[config.mk]
export PLATFORM = sky130hd
export DESIGN_NAME = ps2_spectrum_keyboard
export DESIGN_NICKNAME = d
export VERILOG_FILES = /design/src/rtl/ps2_spectrum_keyboard.sv
export SDC_FILE = /design/constraint.sdc
export NUM_CORES = 1
export LEC_CHECK = 0
export ABC_AREA = 1
export CAP_MARGIN = 20
export CORE_MARGIN = 2
export CORE_UTILIZATION = 40
export DETAILED_ROUTE_END_ITERATION = 12
export DONT_BUFFER_PORTS = 1
export PLACE_DENSITY = 0.52
export SLEW_MARGIN = 20
export SYNTH_ARGS = -nofsm -noshare
export SYNTH_HDL_FRONTEND = slang
export SYNTH_SLANG_ARGS = --single-unit
[constraint.sdc]
create_clock -name CLK -period 7.2 [get_ports CLK]
set_clock_uncertainty 0.15 [all_clocks]
set_input_delay 1.08 -clock CLK [delete_from_list [all_inputs] [get_ports CLK]]
set_output_delay 1.08 -clock CLK [all_outputs]
set_load 0.1 [all_outputs]
[src/rtl/ps2_spectrum_keyboard.sv]
`timescale 1ns/1ps
// ps2_spectrum_keyboard: PS/2 set-2 receiver and decoder driving a ZX Spectrum 8x5 key matrix for the ULA 0xFE read path
module ps2_spectrum_keyboard #(
  parameter int FILTER_LEN   = 8,
  parameter int TIMEOUT_BITS = 14
) (
  input  logic        CLK,
  input  logic        nRESET,
  input  logic        PS2_CLK,
  input  logic        PS2_DATA,
  input  logic [15:0] A,
  output logic [4:0]  KEYB,
  output logic        F1,
  output logic        F11
);
  localparam int FW = $clog2(FILTER_LEN) + 1;
  typedef enum logic [1:0] {IDLE, DATA, PARITY, STOP} st_t;
  logic                    c1, c2, d1, d2, filt, fall, tmo, par, byte_valid, rel, ext;
  logic [FW-1:0]           fcnt;
  logic [TIMEOUT_BITS-1:0] wd;
  logic [2:0]              bcnt;
  logic [7:0]              sr;
  logic [5:0]              src;
  logic [48:0]             held;
  logic [7:0][4:0]         mat;
  logic                    unused_a;
  st_t                     st;
  assign unused_a = ^A[7:0];
  assign fall = filt && !c2 && fcnt == FW'(FILTER_LEN - 1);
  assign tmo  = &wd;
  assign F1   = held[47];
  assign F11  = held[48];
  // two-flop synchronisers for the raw PS/2 pins
  always_ff @(posedge CLK or negedge nRESET)
    if (!nRESET) {c1, c2, d1, d2} <= 4'b1111;
    else {c1, c2, d1, d2} <= {PS2_CLK, c1, PS2_DATA, d1};
  // filtered clock changes only after FILTER_LEN consecutive differing samples
  always_ff @(posedge CLK or negedge nRESET)
    if (!nRESET) begin
      filt <= 1'b1;
      fcnt <= '0;
    end else if (c2 == filt) fcnt <= '0;
    else if (fcnt == FW'(FILTER_LEN - 1)) begin
      filt <= c2;
      fcnt <= '0;
    end else fcnt <= fcnt + 1'b1;
  // inter-edge watchdog, cleared by every filtered falling edge
  always_ff @(posedge CLK or negedge nRESET)
    if (!nRESET) wd <= '0;
    else wd <= fall ? '0 : wd + 1'b1;
  // frame receiver: start, 8 data LSB first, odd parity, stop
  always_ff @(posedge CLK or negedge nRESET)
    if (!nRESET) begin
      st         <= IDLE;
      bcnt       <= '0;
      sr         <= '0;
      par        <= 1'b0;
      byte_valid <= 1'b0;
    end else begin
      byte_valid <= 1'b0;
      if (fall)
        case (st)
          IDLE: if (!d2) begin
            st   <= DATA;
            bcnt <= '0;
          end
          DATA: begin
            sr   <= {d2, sr[7:1]};
            bcnt <= bcnt + 1'b1;
            if (bcnt == 3'd7) st <= PARITY;
          end
          PARITY: begin
            par <= d2;
            st  <= STOP;
          end
          STOP: begin
            byte_valid <= d2 & (^sr ^ par);
            st         <= IDLE;
          end
        endcase
      else if (tmo && st != IDLE) st <= IDLE;
    end
  // scan code to key source: 0..39 matrix keys (row*5+col), 40 right shift, 41 right ctrl,
  // 42 backspace, 43..46 left/down/up/right, 47 F1, 48 F11, 63 unmapped
  always_comb begin
    src = 6'd63;
    case ({ext, sr})
      9'h012: src = 6'd0;
      9'h01A: src = 6'd1;
      9'h022: src = 6'd2;
      9'h021: src = 6'd3;
      9'h02A: src = 6'd4;
      9'h01C: src = 6'd5;
      9'h01B: src = 6'd6;
      9'h023: src = 6'd7;
      9'h02B: src = 6'd8;
      9'h034: src = 6'd9;
      9'h015: src = 6'd10;
      9'h01D: src = 6'd11;
      9'h024: src = 6'd12;
      9'h02D: src = 6'd13;
      9'h02C: src = 6'd14;
      9'h016: src = 6'd15;
      9'h01E: src = 6'd16;
      9'h026: src = 6'd17;
      9'h025: src = 6'd18;
      9'h02E: src = 6'd19;
      9'h045: src = 6'd20;
      9'h046: src = 6'd21;
      9'h03E: src = 6'd22;
      9'h03D: src = 6'd23;
      9'h036: src = 6'd24;
      9'h04D: src = 6'd25;
      9'h044: src = 6'd26;
      9'h043: src = 6'd27;
      9'h03C: src = 6'd28;
      9'h035: src = 6'd29;
      9'h05A: src = 6'd30;
      9'h04B: src = 6'd31;
      9'h042: src = 6'd32;
      9'h03B: src = 6'd33;
      9'h033: src = 6'd34;
      9'h029: src = 6'd35;
      9'h014: src = 6'd36;
      9'h03A: src = 6'd37;
      9'h031: src = 6'd38;
      9'h032: src = 6'd39;
      9'h059: src = 6'd40;
      9'h114: src = 6'd41;
      9'h066: src = 6'd42;
      9'h16B: src = 6'd43;
      9'h172: src = 6'd44;
      9'h175: src = 6'd45;
      9'h174: src = 6'd46;
      9'h005: src = 6'd47;
      9'h078: src = 6'd48;
      default: src = 6'd63;
    endcase
  end
  // prefix tracking and per-source held flags
  always_ff @(posedge CLK or negedge nRESET)
    if (!nRESET) begin
      rel  <= 1'b0;
      ext  <= 1'b0;
      held <= '0;
    end else if (byte_valid) begin
      if (sr == 8'hF0) rel <= 1'b1;
      else if (sr == 8'hE0) ext <= 1'b1;
      else begin
        if (src < 6'd49) held[src] <= ~rel;
        rel <= 1'b0;
        ext <= 1'b0;
      end
    end
  // matrix bit is the OR of every source that drives it
  always_comb begin
    mat       = held[39:0];
    mat[0][0] = held[0] | held[40] | (|held[46:42]);
    mat[7][1] = held[36] | held[41];
    mat[4][0] = held[20] | held[42];
    mat[3][4] = held[19] | held[43];
    mat[4][4] = held[24] | held[44];
    mat[4][3] = held[23] | held[45];
    mat[4][2] = held[22] | held[46];
  end
  // active-low column read over all selected half-rows
  always_comb begin
    KEYB = 5'b11111;
    for (int r = 0; r < 8; r++) KEYB = A[8+r] ? KEYB : KEYB & ~mat[r];
  end
endmodule

## Word-level counts from Yosys, hierarchy flattened

Index checks and enable logic that the tools add are counted.

- Flip-flop bits (word level): 89
- Input bits: 20
- Output and inout bits: 7
- Logic and storage cells: 158

- Add/sub/neg operators: 3
- Order comparisons: 3
- Equal/unequal tests: 61
- Multiplexer cells: 27
- Bitwise operators: 29
- Reductions and logical operators: 20

Operators by type and width:

| kind | number |
|---|---|
| $pmux 6 s49 | 1 |
| $eq 9x6->1 const B | 23 |
| $eq 9x7->1 const B | 11 |
| $eq 9x5->1 const B | 9 |
| $bwmux 49 | 1 |
| $eq 9x9->1 const B | 5 |
| $mux 5 | 8 |
| $not 5->5 | 8 |
| $and 5x5->5 | 7 |
| $eq 8x8->1 const B | 2 |
| $add 14x1->14 const B | 1 |
| $mux 14 | 1 |
| $reduce_and 14->1 | 1 |
| $reduce_and 2->1 | 5 |
| $eq 9x3->1 const B | 1 |
| $mux 2 | 4 |
| $mux 4 | 2 |
| $or 1x1->1 | 8 |
| $pmux 2 s4 | 1 |
| $reduce_xor 8->1 | 1 |
| $lt 6x7->1 const B | 1 |
| $demux 1 s6 | 1 |
| $ge 6x1->1 const B | 1 |
| $lt 6x6->1 const B | 1 |
| 22 further kinds | 39 |

## Longest topological paths before layout

- Depth after elaboration: 18
- Mapped depth: 20
- Mapped depth without buffers: 19

## Least setup slack after synthesis

No wires, ideal clock.

- Kind: input -> output
- Start: input A[12]
- End: output KEYB[0]
- Arrival time: 4.205 ns
- Required time: 5.970 ns
- Path slack: 1.765 ns
- Cell stages on the path: 4
- Buffers on the path: 0
- Path through: inv_1 > o21ai_0 > o21ai_0 > nor4_1

- Longest elaborated chain between the ends: 7

RTL lines:

| what | line | source |
|---|---|---|
| start: declaration | 11 | `input logic [15:0] A,` |
| $mux 5 * | 169 | `for (int r = 0; r < 8; r++) KEYB = A[8+r] ? KEYB : KEYB & ~mat[r];` |
| $and 5x5->5 | 169 |  |
| $mux 5 * | 169 |  |
| $and 5x5->5 | 169 |  |
| $mux 5 * | 169 |  |
| $and 5x5->5 | 169 |  |
| $mux 5 * | 169 |  |
| end: declaration | 12 | `output logic [4:0] KEYB,` |

Every way passes the cells marked *; elsewhere a longest branch is shown, timed or not.

## Final worst setup path

- Start: input A[10]
- End: output KEYB[4]

- Longest elaborated chain between the ends: 11

RTL lines:

| what | line |
|---|---|
| $mux 5 * | 169 |
| $and 5x5->5 | 169 |
| $mux 5 * | 169 |
| $and 5x5->5 | 169 |
| $mux 5 * | 169 |
| $and 5x5->5 | 169 |
| $mux 5 * | 169 |
| $and 5x5->5 | 169 |
| $mux 5 * | 169 |
| $and 5x5->5 | 169 |
| $mux 5 * | 169 |

Marks and branches as above.

==> results.txt <==
Status - finished clean
Layout overhead on the synthesized area - 6.852%
Total setup buffers inserted after CTS - 0
Static Leak - 3.368 nW
Clock tree from TritonCTS - yes
Count of final max-slew check failures - 0
Maximum number of pins on one net before global-route repair - 98
Crit Path Class - in -> out
Net Count, Synth - 918
CP startpoint kind - input pin
Routed wire length - 16540 um
Sinks on Clock Net - 89
Category of cells accounting for the largest share of critical-path delay - compound AO/OA/AOI/OAI gates
Mean Syn Cell Area - 6.936 sq um
Starting density of the core - 41.40%
Setup repair after global routing missed its margin - no
CTS Hold Bufs - 0
Ys async rst share - 100.0%
Highest-count cells in the layout ignoring fill and taps - nand2_1 (235), nor2_1 (137), dfrtp_1 (84), nand3_1 (82), inv_1 (80)
Critical-path maximum fanout - 5
Die H - 127.1 um
WP buf/inv - 1
Clock insertion delay at the later pin of the skew report - 0.34 ns
Post-route fraction of the period consumed by the critical path - 56.77%
Total power after layout - 1.068 mW
Routability congestion estimate - 0.9111
Clock H-tree levels - 3
Starting DRC count in detailed routing - 357
Crit path depth - 6
Share of post-route cells with drive strength above 1 - 7.425%
Clock tree root driver cell - clkbuf_16
Fill cell total of the finished layout - 1495
DP Area - 0.006166 sq mm
Peak supply drop - 0.1310 mV
Number of cell instances on the worst register-to-register path - 17
Final non-filler cell area - 0.006477 sq mm
First drt pass iteration count - 5
Number of synthesis warnings - 0
Seq/Total Area, Yosys - 36.84%
Count of final setup violators - 0
Switching power share of the total - 22.61%
Hold depth - 0
Synthesized flop and latch total - 89
Number of global-route vias before repair - 5441
Remaining design rule violation count - 0
Vias after detailed routing - 5648
Maximum clock frequency - 244.7 MHz
Die W - 127.1 um
Via density per instance - 5.400
Portion of total power attributed to sequential cells - 50.4%
Full die area - 0.01616 sq mm
Period minus WS final - 4.087 ns
Final number of hold-violating endpoints - 0
Total gr overflow - 0
Max stage delay on crit path - 0.87 ns
Data arrival time of the critical path - 2.86 ns
Number of enable-type register cells in the synthesized netlist - 0
Part of the total power dissipated in combinational logic - 4.5%
Type of destination of the critical path - output port
Most used flip-flop cell after synthesis - dfrtp_1
CTS clk-pin slew, worst paths - 0.06 ns
Ant diodes - 0
Maximum buffer depth of the clock tree - 2
Cell area after synthesis - 0.006062 sq mm
Ordered list of cells on the worst path - inv_1 -> a221oi_1 -> o221ai_1 -> a21oi_1 -> o21ai_0 -> a21oi_2
Most common cell after layout, fill and taps aside - nand2_1
Total negative slack for setup checks - 0 ns
P_sw - 0.2416 mW
Number of routed nets with antenna violations - 0
Wire length of the first global-routing pass - 27370 um
Final core area utilization - 44.23%
Cell Pwr Density - 165.0 mW/mm^2
Antenna violations before repair - 0
Boundary Pins - 27
Overall track demand over capacity in global routing - 21.04%
Clock network power share - 45.1%
Internal Pwr Total - 0.8269 mW
Tightest Pin Transition - 1.182 ns
WL/cell - 15.81 um
Data required time at the worst endpoint - 5.97 ns
Placeable core region - 0.01464 sq mm
Hold/Removal Path Class - reg -> reg
Post-CTS sizing - 0
Nets - 901
Total of buffers placed on input and output ports - 0
Remaining max-slew budget at the tightest pin - 21.25%
Slowest-stage cell, CP - a21oi_2
Total clock buffers created by CTS - 9
Distinct cell type count of the synthesized netlist - 40
Max-cap violation count - 0
Count of standard-cell rows - 44
Half-perimeter wire length of the detailed placement result - 11640 um
Syn Inst Count - 874
[sequential cells by signal (all words and copies together) (netlist names)]
signal and cells:
c2 1, sr 8, ext 1, filt 1, byte_valid 1, held 49
st 2, par 1, c1 1, d1 1, rel 1, fcnt 4
d2 1, wd 14, bcnt 3
[power by group through the flow]
| stage | combinational (mW) | sequential, mW | clock [mW] |
|---|---|---|---|
| detailed placement | 0.0481 | 0.547 | 0 |
| global route | 0.0566 | 0.541 | 0.522 |
| CTS | 0.0481 | 0.538 | 0.501 |
| floorplan | 0.0392 | 0.545 | 0 |
| global placement | 0.0455 | 0.547 | 0 |
| finish | 0.0476 | 0.539 | 0.482 |
[cells by family (layout without fill, tap and decap cells)]
kind of cell / after synthesis / in the layout / share of synthesized area, %
AOI/OAI and AO/OA: 75 / 75 / 6.997
xor gates and xnor gates: 6 / 6 / 0.8670
adders and majority gates: 24 / 24 / 4.954
DFF: 89 / 89 / 36.84
buffers and inverters: 120 / 108 / 8.627
and+or+nand+nor: 560 / 560 / 41.71
[through the flow]
step	hold slack, ns	cells	setup WS (ns)
after floorplan	0.1952	874	1.765
after global placement	0.1991	1030	3.100
after detailed placement	0.1968	1030	3.111
after CTS	0.2064	1046	3.102
after global routing	0.2138	1046	2.966
final	0.2060	1046	3.113
[routing by layer]
layer / share of wire (%) / global-route usage [%] / vias to the layer above
met2: 46 / 33.71 / 131
met1: 48 / 29.51 / 2663
met4: 1.6 / 6.464 / 0
li1: - / - / 2832
met5: 0 / 0 / -
met3: 3.7 / 3.183 / 22
[layout make-up]
cell class | count | area (sq um) | share of cell area (%)
clock inverter | 2 | 17.52 | 0.2704
inverter | 89 | 336.6 | 5.196
tap | 184 | 230.2 | 3.554
clock buffer | 14 | 294.0 | 4.539
sequential | 89 | 2233 | 34.48
timing repair buffer | 3 | 42.54 | 0.6568
multi-input combinational | 665 | 3323 | 51.30
[synthesized netlist by cell type, types with 8 or more instances]
library cell	instances	area share, %
o21ai_0	34	2.8
nor2_1	137	8.5
nand2_1	235	15
buf_1	9	0.56
inv_1	80	5.0
a21oi_1	24	2.0
clkbuf_1	9	0.56
nand3_1	82	6.8
nand4_1	64	6.6
ha_1	24	5.0
dfrtp_1	84	35
nor2_2	8	0.83
[worst paths after layout]
| kind | startpoint | endpoint | slack (ns) |
|---|---|---|---|
| min | c1$_DFF_PN1_ | c2$_DFF_PN1_ | 0.21 |
| max | A[10] | KEYB[4] | 3.11 |
| max in group asynchronous | nRESET | c2$_DFF_PN1_ | 6.38 |
| min in group asynchronous | nRESET | held[48]$_DFFE_PN0P_ | 0.29 |
| max reg2reg | sr[7]$_DFFE_PN0P_ | held[30]$_DFFE_PN0P_ | 3.72 |
| min reg2reg | c1$_DFF_PN1_ | c2$_DFF_PN1_ | 0.21 |
Note: power is estimated with default switching activity, not from simulation.
